$ cat src/rtl/tq_recon_sched.sv
// tq_recon_sched: round-robin scheduler/sequencer for the shared 4x4
// dequant + inverse-DCT datapath. Two requesters (0 luma, 1 chroma)
// offer coefficient blocks; the winner is registered into dp_coef_o /
// dp_qp_o for one EXEC cycle, the combinational dp_res_i is captured
// into the output buffer, and the residual is handed downstream.
// Ports: clk_i/rst_n_i (async active-low), flush_i abort,
//   reqN_* requester handshakes and block data, dp_* datapath operand
//   and result, out_* residual handshake, busy_o, sticky qp_clamp_o,
//   blk_cntN_o completed-block counters.
module tq_recon_sched #(
  parameter int COEF_W = 15,
  parameter int TAG_W  = 4,
  parameter int CNT_W  = 16
) (
  input  logic                 clk_i,
  input  logic                 rst_n_i,
  input  logic                 flush_i,
  input  logic                 req0_valid_i,
  output logic                 req0_ready_o,
  input  logic [16*COEF_W-1:0] req0_coef_i,
  input  logic [5:0]           req0_qp_i,
  input  logic                 req0_cbf_i,
  input  logic [TAG_W-1:0]     req0_tag_i,
  input  logic                 req1_valid_i,
  output logic                 req1_ready_o,
  input  logic [16*COEF_W-1:0] req1_coef_i,
  input  logic [5:0]           req1_qp_i,
  input  logic                 req1_cbf_i,
  input  logic [TAG_W-1:0]     req1_tag_i,
  output logic [16*COEF_W-1:0] dp_coef_o,
  output logic [5:0]           dp_qp_o,
  input  logic [16*COEF_W-1:0] dp_res_i,
  output logic                 out_valid_o,
  input  logic                 out_ready_i,
  output logic [16*COEF_W-1:0] out_res_o,
  output logic                 out_src_o,
  output logic [TAG_W-1:0]     out_tag_o,
  output logic                 busy_o,
  output logic                 qp_clamp_o,
  output logic [CNT_W-1:0]     blk_cnt0_o,
  output logic [CNT_W-1:0]     blk_cnt1_o
);

  localparam int BW = 16 * COEF_W;
  localparam logic [5:0] QP_MAX = 6'd51;

  typedef enum logic [1:0] {
    S_IDLE,
    S_EXEC,
    S_OUT
  } state_t;

  state_t            r_state;
  logic              r_last;
  logic              r_out_valid;
  logic              r_qp_clamp;
  logic [BW-1:0]     r_dp_coef;
  logic [5:0]        r_dp_qp;
  logic [BW-1:0]     r_out_res;
  logic              r_out_src;
  logic [TAG_W-1:0]  r_out_tag;
  logic [CNT_W-1:0]  r_cnt0;
  logic [CNT_W-1:0]  r_cnt1;

  logic              w_idle;
  logic              w_gnt0;
  logic              w_gnt1;
  logic              w_rdy0;
  logic              w_rdy1;
  logic              w_acc;
  logic [BW-1:0]     w_coef;
  logic [5:0]        w_qp;
  logic [5:0]        w_qp_cl;
  logic              w_cbf;
  logic [TAG_W-1:0]  w_tag;

  // On a tie the requester that did not win last time is granted.
  assign w_idle = (r_state == S_IDLE);
  assign w_gnt0 = req0_valid_i && (!req1_valid_i || r_last);
  assign w_gnt1 = req1_valid_i && (!req0_valid_i || !r_last);

  // Gated by rst_n_i so ready stays low while reset is held.
  assign w_rdy0 = rst_n_i && w_idle && !flush_i && w_gnt0;
  assign w_rdy1 = rst_n_i && w_idle && !flush_i && w_gnt1;
  assign w_acc  = w_rdy0 || w_rdy1;

  assign w_coef  = w_rdy1 ? req1_coef_i : req0_coef_i;
  assign w_qp    = w_rdy1 ? req1_qp_i   : req0_qp_i;
  assign w_cbf   = w_rdy1 ? req1_cbf_i  : req0_cbf_i;
  assign w_tag   = w_rdy1 ? req1_tag_i  : req0_tag_i;
  assign w_qp_cl = (w_qp > QP_MAX) ? QP_MAX : w_qp;

  always_ff @(posedge clk_i or negedge rst_n_i) begin
    if (!rst_n_i) begin
      r_state     <= S_IDLE;
      r_last      <= 1'b1;
      r_out_valid <= 1'b0;
      r_qp_clamp  <= 1'b0;
      r_dp_coef   <= '0;
      r_dp_qp     <= '0;
      r_out_res   <= '0;
      r_out_src   <= 1'b0;
      r_out_tag   <= '0;
      r_cnt0      <= '0;
      r_cnt1      <= '0;
    end else if (flush_i) begin
      r_state     <= S_IDLE;
      r_out_valid <= 1'b0;
    end else begin
      unique case (r_state)
        S_IDLE: begin
          if (w_acc) begin
            r_last    <= w_rdy1;
            r_out_src <= w_rdy1;
            r_out_tag <= w_tag;
            if (w_qp > QP_MAX) r_qp_clamp <= 1'b1;
            if (w_cbf) begin
              r_dp_coef <= w_coef;
              r_dp_qp   <= w_qp_cl;
              r_state   <= S_EXEC;
            end else begin
              // Uncoded: skip the datapath, residual is zero.
              r_out_res   <= '0;
              r_out_valid <= 1'b1;
              r_state     <= S_OUT;
            end
          end
        end
        S_EXEC: begin
          r_out_res   <= dp_res_i;
          r_out_valid <= 1'b1;
          r_state     <= S_OUT;
        end
        S_OUT: begin
          if (out_ready_i) begin
            r_out_valid <= 1'b0;
            r_state     <= S_IDLE;
            if (r_out_src) r_cnt1 <= r_cnt1 + CNT_W'(1);
            else           r_cnt0 <= r_cnt0 + CNT_W'(1);
          end
        end
        default: begin
          r_out_valid <= 1'b0;
          r_state     <= S_IDLE;
        end
      endcase
    end
  end

  assign req0_ready_o = w_rdy0;
  assign req1_ready_o = w_rdy1;
  assign dp_coef_o    = r_dp_coef;
  assign dp_qp_o      = r_dp_qp;
  assign out_valid_o  = r_out_valid;
  assign out_res_o    = r_out_res;
  assign out_src_o    = r_out_src;
  assign out_tag_o    = r_out_tag;
  assign busy_o       = (r_state != S_IDLE);
  assign qp_clamp_o   = r_qp_clamp;
  assign blk_cnt0_o   = r_cnt0;
  assign blk_cnt1_o   = r_cnt1;

endmodule

$ cat config.mk
export PLATFORM = sky130hd
export DESIGN_NAME = tq_recon_sched
export DESIGN_NICKNAME = d
export VERILOG_FILES = /design/src/rtl/tq_recon_sched.sv
export SDC_FILE = /design/constraint.sdc
export NUM_CORES = 1
export LEC_CHECK = 0
export CORE_AREA = 4 4 489 491
export CTS_CLUSTER_DIAMETER = 40
export DETAILED_ROUTE_END_ITERATION = 7
export DIE_AREA = 0 0 493 495
export PLACE_DENSITY = 0.39
export SYNTH_ARGS = -nofsm -noshare
export SYNTH_HDL_FRONTEND = slang
export SYNTH_SLANG_ARGS = --single-unit
export TNS_END_PERCENT = 5
$ cat constraint.sdc
create_clock -name clk_i -period 6.18 [get_ports clk_i]
set_clock_uncertainty 0.15 [all_clocks]
set_input_delay 1.236 -clock clk_i [delete_from_list [all_inputs] [get_ports clk_i]]
set_output_delay 1.236 -clock clk_i [all_outputs]
set_load 0.05 [all_outputs]
==> results.yml <==
die:
  die_w_um: 493
  ioPinCount: 1276
  die_h_um: 495
  core_um2: 235000
  initial_core_util: 0.104
  rows: 178
  die_area_um2: 244000
synth:
  synth-main-ff-cell: "dfrtp_1"
  syn_nets: 3361
  synth_cell_types: 43
  netlist.area_leader.share: 0.542
  async_flop_share: 1.00
  avgSynthCellArea_um2: 9.31
  syn_inst: 2611
  yosysWarnings: 0
  synth_edf_count: 0
  netlist_area_um2: 24300
  synth_top_area_cell: "dfrtp_1"
  ys_seq_elements: 528
  synth_seq_area_share: 0.544
  ys_top_cells_by_area: "dfrtp_1, nand2_1, a22oi_1, nand2b_1, a31oi_1"
cts:
  insertion_delay_ns: 0.74
  cts_sinks: 528
  clock_path_buffers: 3
  h-tree-depth: 4
  numCtsBuffers: 152
  root_buffer: "clkbuf_16"
  cts_tree: "done"
  post-cts-setup-buffers: 0
  postCtsHoldBufs: 0
  clkTransAtPathRegs_ns: 0.04
  cts_resized: 0
setup_path:
  cp_top_family: "buffers and inverters"
  cp-start-kind: "primary input"
  max_stage_delay_ns: 0.64
  path_max_fanout: 65
  worst_setup_path_end_kind: "primary output"
  path_class: "in -> out"
  cp_data_arrival_time_ns: 3.49
  path_cells: "clkdlybuf4s50_1 > nor4b_4 > nand2_4 > inv_8 > buf_12"
  reg2reg_from: "r_state[0]$_DFFE_PN0P_"
  slowest_stage: "nor4b_4"
  timing.rr.end: "out_res_o[191]$_DFFE_PN0P_"
  worstPathRequired_ns: 4.79
  r2r_slack_ns: 2.36
  critical_path_depth: 5
  r2r_cells: 6
  critPathBufInv: 3
power_and_ir_drop:
  p_sw_frac: 0.392
  ir_drop_mv: 0.262
  netSwitchingPower_w: 0.00786
  power_frac_seq: 0.244
  power_density_nw_per_um2: 437
  p_clk_frac: 0.405
  p_int_w: 0.0122
  leakagePower_nw: 17.8
  combPwrFrac: 0.351
finish:
  layout.cells.non_filler: 7155
  multi_input_area_um2: 10100
  regArea_um2: 13200
  drive_gt1_frac: 0.0814
  fillers: 26178
  area_growth_pct: 88.9
  nNetsFinal: 4594
timing:
  post-route-period-util: 0.790
  worst_pin_slew_ns: 1.06
  period_needed_ns: 4.88
  rsz0062_at_grt: "no"
  setup_violations: 0
  fmax_mhz: 205
  finalMaxSlewViolations: 0
  hold_violations: 0
  tns_ns: 0
  slew_headroom: 0.291
global_routing:
  grt_pass1_vias: 27443
  grt.total_usage: 0.146
  grt-ovfl-total: 0
  grt_max_degree: 151
  grt_pass1_wl_mm: 248
  antenna_found_initial: 80
routing:
  vias_per_cell: 3.74
  ant_nets: 0
  drc_errors: 0
  dr.pass1.iters: 8
  wl_per_cell_um: 26.2
  drtIter0Drc: 1855
  vias: 26775
  wl_mm: 187
placed_design:
  dp_cells: 6840
  dpl.hpwl_mm: 146
  gp_congestion: 0.881
  io_buffers: 1275
outcome:
  status: "finished, final reports clean"
run:
  cap_violations: 0
worst_hold_path:
  hold_path_class: "in -> async"
[cell type report]
class,instances,area share
flip-flops and latches,528,0.288
well taps,3150,0.0858
inverters,9,0.000899
diodes,37,0.00202
clock buffers,209,0.0938
clock inverters,69,0.0206
multi-input cells,1827,0.219
repair buffers,1326,0.290
[kinds of logic after synthesis]
logic type,share of synthesized area
xor gates and xnor gates,0.0108
buffers and inverters,0.0438
adders and majority gates,0.00103
and+or+nand+nor,0.154
muxes,0.00566
DFF,0.544
AOI/OAI and AO/OA,0.241
[synthesized netlist by cell type (all sizes together), types with 2 or more instances]
library cell  count
or2               2
nand4            11
nor4              6
nor3              5
o21ai           247
o211a             2
xor2             13
and3              3
ha                2
a22oi           240
nor2              9
a31oi           241
o22ai             2
a211oi            2
dfrtp           527
mux2i             7
nor4b             2
nand2b          242
clkbuf          187
mux2              6
a21oi           246
inv               9
buf              60
xnor2            17
nand3             7
nand2           503
and2              2
[cell usage in the layout, fill, tap and decap left out, types with 4 or more instances in the layout]
master,count
mux2i_1,7
nor3_1,5
clkdlybuf4s50_1,1271
bufinv_16,20
clkinv_2,30
a21oi_1,246
a22oi_1,240
dfrtp_1,526
buf_4,40
buf_12,14
clkbuf_8,25
clkinvlp_4,5
mux2_2,6
clkbuf_16,154
nand2b_1,242
nor2_1,9
inv_1,8
nor4_1,4
nand3_1,7
nand4_1,11
xor2_1,13
xnor2_1,17
nand2_1,502
clkinv_4,5
a31oi_1,241
clkbuf_1,30
inv_6,5
diode_2,37
o21ai_0,247
[flip-flops by register name (all words and copies together), names as in the netlist, 2 cells and up]
register,count
dp_qp_o,6
out_tag_o,4
dp_coef_o,240
blk_cnt0_o,16
r_state,2
blk_cnt1_o,16
out_res_o,240
[worst max-delay path by stage]
stage / start / end / slack [ns]
after floorplan: flush_i / req0_ready_o / 2.13
after global placement: flush_i / req1_ready_o / 1.31
after detailed placement: flush_i / req1_ready_o / 1.28
after CTS: flush_i / req1_ready_o / 1.27
after global routing: flush_i / req1_ready_o / 1.14
final: flush_i / req1_ready_o / 1.30
[power by group through the flow]
stage	combinational, W	clock, W	sequential, W
floorplan	0.00114	0	0.00746
global placement	0.00714	0	0.00492
detailed placement	0.00713	0	0.00492
CTS	0.00715	0.00835	0.00490
global route	0.00737	0.00852	0.00499
finish	0.00703	0.00813	0.00489
[layer usage]
metal	GRT usage	vias up	routed length, um
li1	-	11873	-
met5	0	-	269
met4	0.0439	44	5320
met3	0.0613	276	18200
met1	0.178	13315	76600
met2	0.235	1267	86800
[stage by stage]
step / util / instance area, um^2 / setup slack (ns) / hold slack, ns / total power, W
after CTS: 0.195 / 45800 / 1.27 / 0.135 / 0.0204
final: 0.196 / 45900 / 1.30 / 0.233 / 0.0201
after global placement: 0.173 / 40600 / 1.31 / 0.317 / 0.0121
after global routing: 0.195 / 45900 / 1.14 / 0.159 / 0.0209
after detailed placement: 0.173 / 40600 / 1.28 / 0.319 / 0.0121
after floorplan: - / 24300 / 2.13 / 0.301 / 0.00860
No activity file was read; power rests on OpenSTA's default activity.
